File: src/rtl/arbiter_types.sv
// Shared types for the L1-to-memory line-port arbiter: FSM states, owner and command encodings.
package arbiter_types;

  typedef enum logic [1:0] {
    IDLE    = 2'd0,
    SERVE_I = 2'd1,
    SERVE_D = 2'd2,
    RESP    = 2'd3
  } arb_state_t;

  typedef enum logic {
    OWN_I = 1'b0,
    OWN_D = 1'b1
  } arb_owner_t;

  typedef enum logic {
    CMD_READ  = 1'b0,
    CMD_WRITE = 1'b1
  } arb_cmd_t;

endpackage

File: src/rtl/cache_arbiter.sv
// Shares the single physical-memory line port between the I-cache and the D-cache.
// One owner at a time; the pmem command is latched at grant and held until pmem_resp.
//
// Handshake: a requester holds i_read / d_read / d_write high until its one-cycle
// *_resp pulse, then drops it in the following cycle. pmem_read/pmem_write stay high
// until the cycle in which pmem_resp is sampled; pmem_rdata is valid with pmem_resp.
module cache_arbiter
  import arbiter_types::*;
#(
  parameter int ADDR_W = 32,
  parameter int LINE_W = 256,
  parameter bit RR_EN  = 1'b1
) (
  input  logic              clk,
  input  logic              rst,
  input  logic              i_read,
  input  logic [ADDR_W-1:0] i_addr,
  output logic [LINE_W-1:0] i_rdata,
  output logic              i_resp,
  input  logic              d_read,
  input  logic              d_write,
  input  logic [ADDR_W-1:0] d_addr,
  input  logic [LINE_W-1:0] d_wdata,
  output logic [LINE_W-1:0] d_rdata,
  output logic              d_resp,
  output logic              pmem_read,
  output logic              pmem_write,
  output logic [ADDR_W-1:0] pmem_addr,
  output logic [LINE_W-1:0] pmem_wdata,
  input  logic [LINE_W-1:0] pmem_rdata,
  input  logic              pmem_resp,
  output logic [1:0]        dbg_state
);

  arb_state_t state_q, state_d;
  arb_owner_t owner_q, last_owner_q, grant_owner;
  arb_cmd_t   cmd_q, grant_cmd;
  logic       grant;
  logic       serve_done;
  logic       i_req, d_req;

  assign dbg_state = state_q;

  always_comb begin
    state_d     = state_q;
    grant       = 1'b0;
    grant_owner = OWN_I;
    grant_cmd   = CMD_READ;
    serve_done  = 1'b0;
    i_req       = i_read;
    d_req       = d_read | d_write;
    case (state_q)
      IDLE: begin
        if (i_req || d_req) begin
          grant = 1'b1;
          if (i_req && d_req)
            grant_owner = (RR_EN && last_owner_q == OWN_D) ? OWN_I : OWN_D;
          else
            grant_owner = d_req ? OWN_D : OWN_I;
          // A write-back wins over a simultaneous read from the same port.
          grant_cmd = (grant_owner == OWN_D && d_write) ? CMD_WRITE : CMD_READ;
          state_d   = (grant_owner == OWN_D) ? SERVE_D : SERVE_I;
        end
      end
      SERVE_I, SERVE_D: begin
        if (pmem_resp) begin
          serve_done = 1'b1;
          state_d    = RESP;
        end
      end
      RESP:    state_d = IDLE;
      default: state_d = IDLE;
    endcase
  end

  always_ff @(posedge clk or negedge rst) begin
    if (!rst) state_q <= IDLE;
    else      state_q <= state_d;
  end

  always_ff @(posedge clk or negedge rst) begin
    if (!rst) begin
      owner_q      <= OWN_I;
      last_owner_q <= OWN_I;
      cmd_q        <= CMD_READ;
      pmem_read    <= 1'b0;
      pmem_write   <= 1'b0;
      pmem_addr    <= '0;
      pmem_wdata   <= '0;
      i_rdata      <= '0;
      d_rdata      <= '0;
      i_resp       <= 1'b0;
      d_resp       <= 1'b0;
    end else begin
      i_resp <= 1'b0;
      d_resp <= 1'b0;
      if (grant) begin
        owner_q      <= grant_owner;
        last_owner_q <= grant_owner;
        cmd_q        <= grant_cmd;
        pmem_addr    <= (grant_owner == OWN_D) ? d_addr : i_addr;
        pmem_wdata   <= (grant_owner == OWN_D) ? d_wdata : '0;
        pmem_read    <= (grant_cmd == CMD_READ);
        pmem_write   <= (grant_cmd == CMD_WRITE);
      end
      if (serve_done) begin
        pmem_read  <= 1'b0;
        pmem_write <= 1'b0;
        if (cmd_q == CMD_READ) begin
          if (owner_q == OWN_D) d_rdata <= pmem_rdata;
          else                  i_rdata <= pmem_rdata;
        end
        // The resp pulse lines up with the single RESP cycle.
        i_resp <= (owner_q == OWN_I);
        d_resp <= (owner_q == OWN_D);
      end
    end
  end

`ifndef SYNTHESIS
  a_hold_cmd: assert property (@(posedge clk) disable iff (!rst)
    ((state_q == SERVE_I || state_q == SERVE_D) && !pmem_resp)
      |=> ($stable(pmem_addr) && $stable(pmem_wdata)));

  a_one_resp: assert property (@(posedge clk) disable iff (!rst) !(i_resp && d_resp));

  a_rw_excl: assert property (@(posedge clk) disable iff (!rst)
    (state_q == IDLE) |-> !(d_read && d_write))
    else $warning("cache_arbiter: d_read and d_write both high, serviced as a write");
`endif

endmodule

File: config.mk
export PLATFORM = sky130hd
export DESIGN_NAME = cache_arbiter
export DESIGN_NICKNAME = d
export VERILOG_FILES = /design/src/rtl/arbiter_types.sv /design/src/rtl/cache_arbiter.sv
export SDC_FILE = /design/constraint.sdc
export NUM_CORES = 1
export LEC_CHECK = 0
export BUFFER_PORTS_ARGS = -buffer_cell sky130_fd_sc_hd__clkbuf_2
export CAP_MARGIN = 0
export CORE_AREA = 2 2 541 543
export DETAILED_ROUTE_END_ITERATION = 7
export DIE_AREA = 0 0 543 545
export MAX_ROUTING_LAYER = met4
export PLACE_DENSITY = 0.32
export SYNTH_ARGS = -nofsm -noshare
export SYNTH_HDL_FRONTEND = slang
export SYNTH_SLANG_ARGS = --single-unit
export TNS_END_PERCENT = 10
File: constraint.sdc
create_clock -name clk -period 5.57 [get_ports clk]
set_clock_uncertainty 0.1 [all_clocks]
set_input_delay 0.2785 -clock clk [delete_from_list [all_inputs] [get_ports clk]]
set_output_delay 0.2785 -clock clk [all_outputs]
set_load 0.02 [all_outputs]
Word level (Yosys, flattened, before mapping)
Index checks and enable logic that the tools add are counted.

Logic and storage cells: 55. Register bits: 808. Bits of input ports: 582.

Equal/unequal tests: 5. Reduce and logical (&&, ||, !) cells: 9. Bitwise operators: 4. Multiplexer cells: 26.

Operators with widths (count): $mux 256 (1); $mux 32 (1); $mux 1 (20); $mux 2 (3); $pmux 2 s3 (1); $reduce_and 3->1 (2); $eq 2x2->1 const B (2); $ne 2x2->1 const B (2); $not 1->1 (3); $eq 2x1->1 const B (1); $logic_and 1x1->1 (2); $logic_not 2->1 (1); $reduce_and 2->1 (1); $reduce_bool 2->1 (1); $reduce_or 2->1 (1); $logic_or 1x1->1 (1); $or 1x1->1 (1).

Depth between registers and ports, before layout
Depth after elaboration: 12. Mapped depth: 8. Gate-level depth less buffers: 6.

Worst setup path after synthesis
Ideal clock, no wire load.

Kind: flip-flop to flip-flop. Start: reg state_q[0], in the netlist dbg_state[0]. End: reg d_rdata[100]. Data required time: 5.342 ns. Path slack: 3.370 ns. Stages on the path, launching flop included: 9. Period minus slack after synthesis: 2.200 ns. Data arrival time: 1.973 ns. Cells stage by stage: dfrtp_1 > inv_1 > ha_1 > and3_1 > nand2b_1 > clkbuf_1 > buf_6 > buf_6 > mux2_1.

Longest elaborated chain between the ends: 4. Elaborated cells between the ends (all ways): 5. Those cells by class: eq/ne: 2; mux: 1; reduce/logical: 2.

Ends and longest elaborated chain: start, declared (RTL line cache_arbiter.sv:35) `arb_state_t state_q, state_d;`; start signal, assigned (RTL line cache_arbiter.sv:78) `else state_q <= state_d;`; $eq 2x1->1 / $eq 2x2->1 (equally long branches) (RTL line cache_arbiter.sv:52) `case (state_q)`; $reduce_or 2->1 * (RTL line cache_arbiter.sv:52); $mux 1 * (RTL line cache_arbiter.sv:52); $reduce_and 3->1 (no line) *; end signal, assigned (RTL line cache_arbiter.sv:110) `if (owner_q == OWN_D) d_rdata <= pmem_rdata;`; end, declared (RTL line cache_arbiter.sv:24) `output logic [LINE_W-1:0] d_rdata,`.

Every way passes the cells marked *; elsewhere a longest branch is shown, timed or not. A chain may end at the register's enable or synchronous reset.

Worst setup path in the final report
Start: reg state_q[1], in the netlist dbg_state[1]. End: reg pmem_addr[27].

Longest elaborated chain between the ends: 3. Elaborated cells between the ends (all ways): 4. Those cells by class: mux: 3; reduce/logical: 1.

Ends and longest elaborated chain: $logic_not 2->1 * (RTL line cache_arbiter.sv:52); $mux 1 (RTL line cache_arbiter.sv:52); $mux 32 (RTL line cache_arbiter.sv:101) `pmem_addr <= (grant_owner == OWN_D) ? d_addr : i_addr;`; end signal, assigned (RTL line cache_arbiter.sv:101); end, declared (RTL line cache_arbiter.sv:28) `output logic [ADDR_W-1:0] pmem_addr,`.

Marks and branches as above.

==> flow_summary.json <==
{
  "outcome": "complete, no violations",
  "crit_path_end_kind": "flip-flop",
  "final.hold.worst_slack_ns": 0.119,
  "timing.reg2reg.worst_path_depth": 8,
  "worst_setup_ep": "pmem_addr[27]$_DFFE_PN0P_",
  "core.rowCount": 198,
  "die_w_um": 543,
  "required_ns": 6.17,
  "htree_levels": 3,
  "reg2reg_slack_ns": 1.89,
  "clock_pin_slew_of_the_registers_on_the_worst_case_setup_and_hold_paths_ns": 0.06,
  "layout.cells.most_common": "sky130_fd_sc_hd__clkbuf_2",
  "post_drt_wl_per_cell_um": 22.2,
  "critPathLaunch": "dbg_state[1]$_DFFE_PN0P_",
  "numPortBuffers": 1387,
  "maxClockFrequency_mhz": 271,
  "cts_resized": 0,
  "globalRoute.totalOverflow": 0,
  "power-per-cell-area_nw_per_um2": 616,
  "grt_antenna_before_repair": 138,
  "finalWeightedCongestion": 0.817,
  "die_area_um2": 296000,
  "finalSetupTns_ns": 0,
  "path_class": "flip-flop to flip-flop",
  "wl_um": 176000,
  "clkSinkCount": 808,
  "critical-path-max-stage-delay_ns": 0.72,
  "layout-area-overhead-vs-synth_pct": 72.7,
  "crit_fanout": 58,
  "synth_register_bits": 808,
  "final_cell_mix": "sky130_fd_sc_hd__clkbuf_2, sky130_fd_sc_hd__dfrtp_1, sky130_fd_sc_hd__dlygate4sd3_1",
  "remaining_antenna_violation_count": 0,
  "share_of_the_cycle_needed_by_the_critical_path_after_routing_pct": 66.1,
  "global_route_wire_length_before_repair_um": 234000,
  "timing.rr.start": "dbg_state[1]$_DFFE_PN0P_",
  "rsz_0062_raised_after_global_routing": "false",
  "final_util_pct": 17.7,
  "irDropWorstVdd_v": 0.000366,
  "grt_pass1_vias": 25900,
  "timing.final.ws_setup_ns": 1.89,
  "cell_chosen_for_the_clock_root": "sky130_fd_sc_hd__clkbuf_16",
  "timing.slew.headroom_pct": 33.1,
  "initial_core_util_pct": 10.2,
  "total_leakage_power_nw": 23.6,
  "critPathMostFrequentCell": "sky130_fd_sc_hd__inv_1",
  "grt_max_degree": 146,
  "cts.repair_timing.setup_buffer_count": 0,
  "critical_path.cell_chain": "inv_1 -> ha_1 -> inv_1 -> nor2_4 -> buf_4 -> o22ai_1 -> dlygate4sd3_1 -> o21ai_0",
  "dp.cells": 7027,
  "detailedPlace.worstSlack_ns": 2.44,
  "syn_area_um2": 29700,
  "tritoncts_clock_tree": "built",
  "yosysUniqueCellTypes": 25,
  "post_synth_inst_count": 1831,
  "final_max_slew_viol_count": 0,
  "vias": 24800,
  "cts_inserted_buffers": 110,
  "dpl.hpwl_um": 142000,
  "layout.nets": 4441,
  "maximum_buffer_depth_of_the_clock_tree": 4,
  "drt_pass1_iterations": 5,
  "setup_viol": 0,
  "synth_fp_nets": 2414,
  "globalRouteTotalUtil_pct": 11.7,
  "hold_buf_cts": 619,
  "worst_pin_slew_ns": 1.00,
  "critPathLaunchType": "flip-flop",
  "seq_area_frac_synth_pct": 68.0,
  "fp.coreArea_um2": 290000,
  "yosysWarnings": 0,
  "viasPerCell": 3.12,
  "cp_slowest_cell": "sky130_fd_sc_hd__nor2_4",
  "holdCritPathClass": "input port to flip-flop",
  "timing.max_cap.violations": 0,
  "io-pin-count": 1388,
  "period_needed_ns": 3.68,
  "clock_latency_late_sink_ns": 0.79,
  "drc": 0,
  "post_layout_nonfiller_instances": 7947,
  "die_height_um": 545,
  "drive_above_1_share_pct": 47.5,
  "dr.first_iter.drc_count": 1101,
  "timing_hold_violations_final": 0,
  "r2r-end": "pmem_addr[27]$_DFFE_PN0P_",
  "synthesis.area_per_instance_um2": 16.2,
  "critPathArrivalTime_ns": 4.28
}
-- critical path, delay by kind of cell (launching register included) --
family | cells | cell delay (ns)
and+or+nand+nor | 1 | 0.72
adders and majority gates | 1 | 0.35
DFF | 1 | 0.41
AOI/OAI and AO/OA | 2 | 0.38
buffers and inverters | 4 | 1.56
-- logic make-up after synthesis --
logic type | share of synthesized area, %
flops | 68.0
mux | 19.4
compound gates | 9.08
buf+inv | 2.80
simple gates | 0.632
fa+ha+maj | 0.0421
-- flip-flops by register name (all words and copies together), names as in the netlist --
name	cells
dbg_state	2
pmem_addr	32
i_resp	1
last_owner_q	1
i_rdata	256
cmd_q	1
pmem_write	1
d_resp	1
pmem_wdata	256
d_rdata	256
pmem_read	1
-- per-layer routing --
| metal | global-route usage [%] | vias to the layer above | routed length, um |
|---|---|---|---|
| met5 | - | - | 0 |
| met4 | 3.22 | 0 | 4810 |
| met3 | 3.65 | 224 | 14600 |
| met2 | 18.9 | 1138 | 82900 |
| met1 | 14.1 | 12400 | 73900 |
| li1 | - | 11000 | - |
-- power breakdown --
| group | switching (mW) | internal, mW |
|---|---|---|
| Sequential | 1.71 | 8.73 |
| Combinational | 8.80 | 5.17 |
| Clock | 2.91 | 4.27 |
| Total | 13.4 | 18.2 |
-- layout make-up --
cell class,instances,area [um2]
Timing Repair Buffer,2043,13600
Inverter,4,15.0
Clock buffer,164,3270
Multi-Input combinational cell,891,8710
Tap cell,3900,4880
Sequential cell,808,20200
Clock inverter,27,347
Fill cell,32100,239000
Antenna cell,110,275
-- worst min-delay path by stage --
stage | slack (ns) | end | from | cells past startpoint
final | 0.12 | pmem_wdata[146]$_DFFE_PN0P_ | d_wdata[146] | 3
after global routing | 0.04 | pmem_wdata[149]$_DFFE_PN0P_ | d_wdata[149] | 3
after CTS | 0.002 | pmem_wdata[139]$_DFFE_PN0P_ | d_wdata[139] | 3
after detailed placement | 0.30 | i_rdata[191]$_DFFE_PN0P_ | rst | 1
after global placement | 0.29 | d_rdata[190]$_DFFE_PN0P_ | rst | 1
after floorplan | -0.12 | cmd_q$_DFFE_PN0P_ | rst | 0
-- cell usage after synthesis --
library cell                count  share of area [%]
sky130_fd_sc_hd__nand2_1       35               0.44
sky130_fd_sc_hd__nor3b_1        1              0.025
sky130_fd_sc_hd__nand2b_1       2              0.042
sky130_fd_sc_hd__mux2_1       240                9.1
sky130_fd_sc_hd__nand2_2        1              0.021
sky130_fd_sc_hd__a21oi_1        6               0.10
sky130_fd_sc_hd__ha_1           1              0.042
sky130_fd_sc_hd__a221oi_1       1              0.029
sky130_fd_sc_hd__a22o_1       256                7.5
sky130_fd_sc_hd__o21ai_0       32               0.54
sky130_fd_sc_hd__o22ai_1       35               0.74
sky130_fd_sc_hd__mux2_2       272                 10
sky130_fd_sc_hd__buf_6         27                1.0
sky130_fd_sc_hd__dfrtp_1      808                 68
sky130_fd_sc_hd__and3_1         1              0.021
sky130_fd_sc_hd__o2bb2ai_2      1              0.051
sky130_fd_sc_hd__nor3_2         1              0.034
sky130_fd_sc_hd__a211oi_1       1              0.025
sky130_fd_sc_hd__buf_4         16               0.40
sky130_fd_sc_hd__inv_1          4              0.051
sky130_fd_sc_hd__clkbuf_1      27               0.34
sky130_fd_sc_hd__or3_1          1              0.021
sky130_fd_sc_hd__nor2_1         2              0.025
sky130_fd_sc_hd__a21o_1         2              0.051
sky130_fd_sc_hd__buf_2         58               0.98
-- through the flow --
stage | cell area, um2 | power [mW]
floorplan | 29700 | 17.9
global placement | 41200 | 24.1
detailed placement | 41200 | 24.3
CTS | 51000 | 32.3
global route | 51300 | 33.3
finish | 51300 | 31.6
Power figures use the tool's default switching activity.
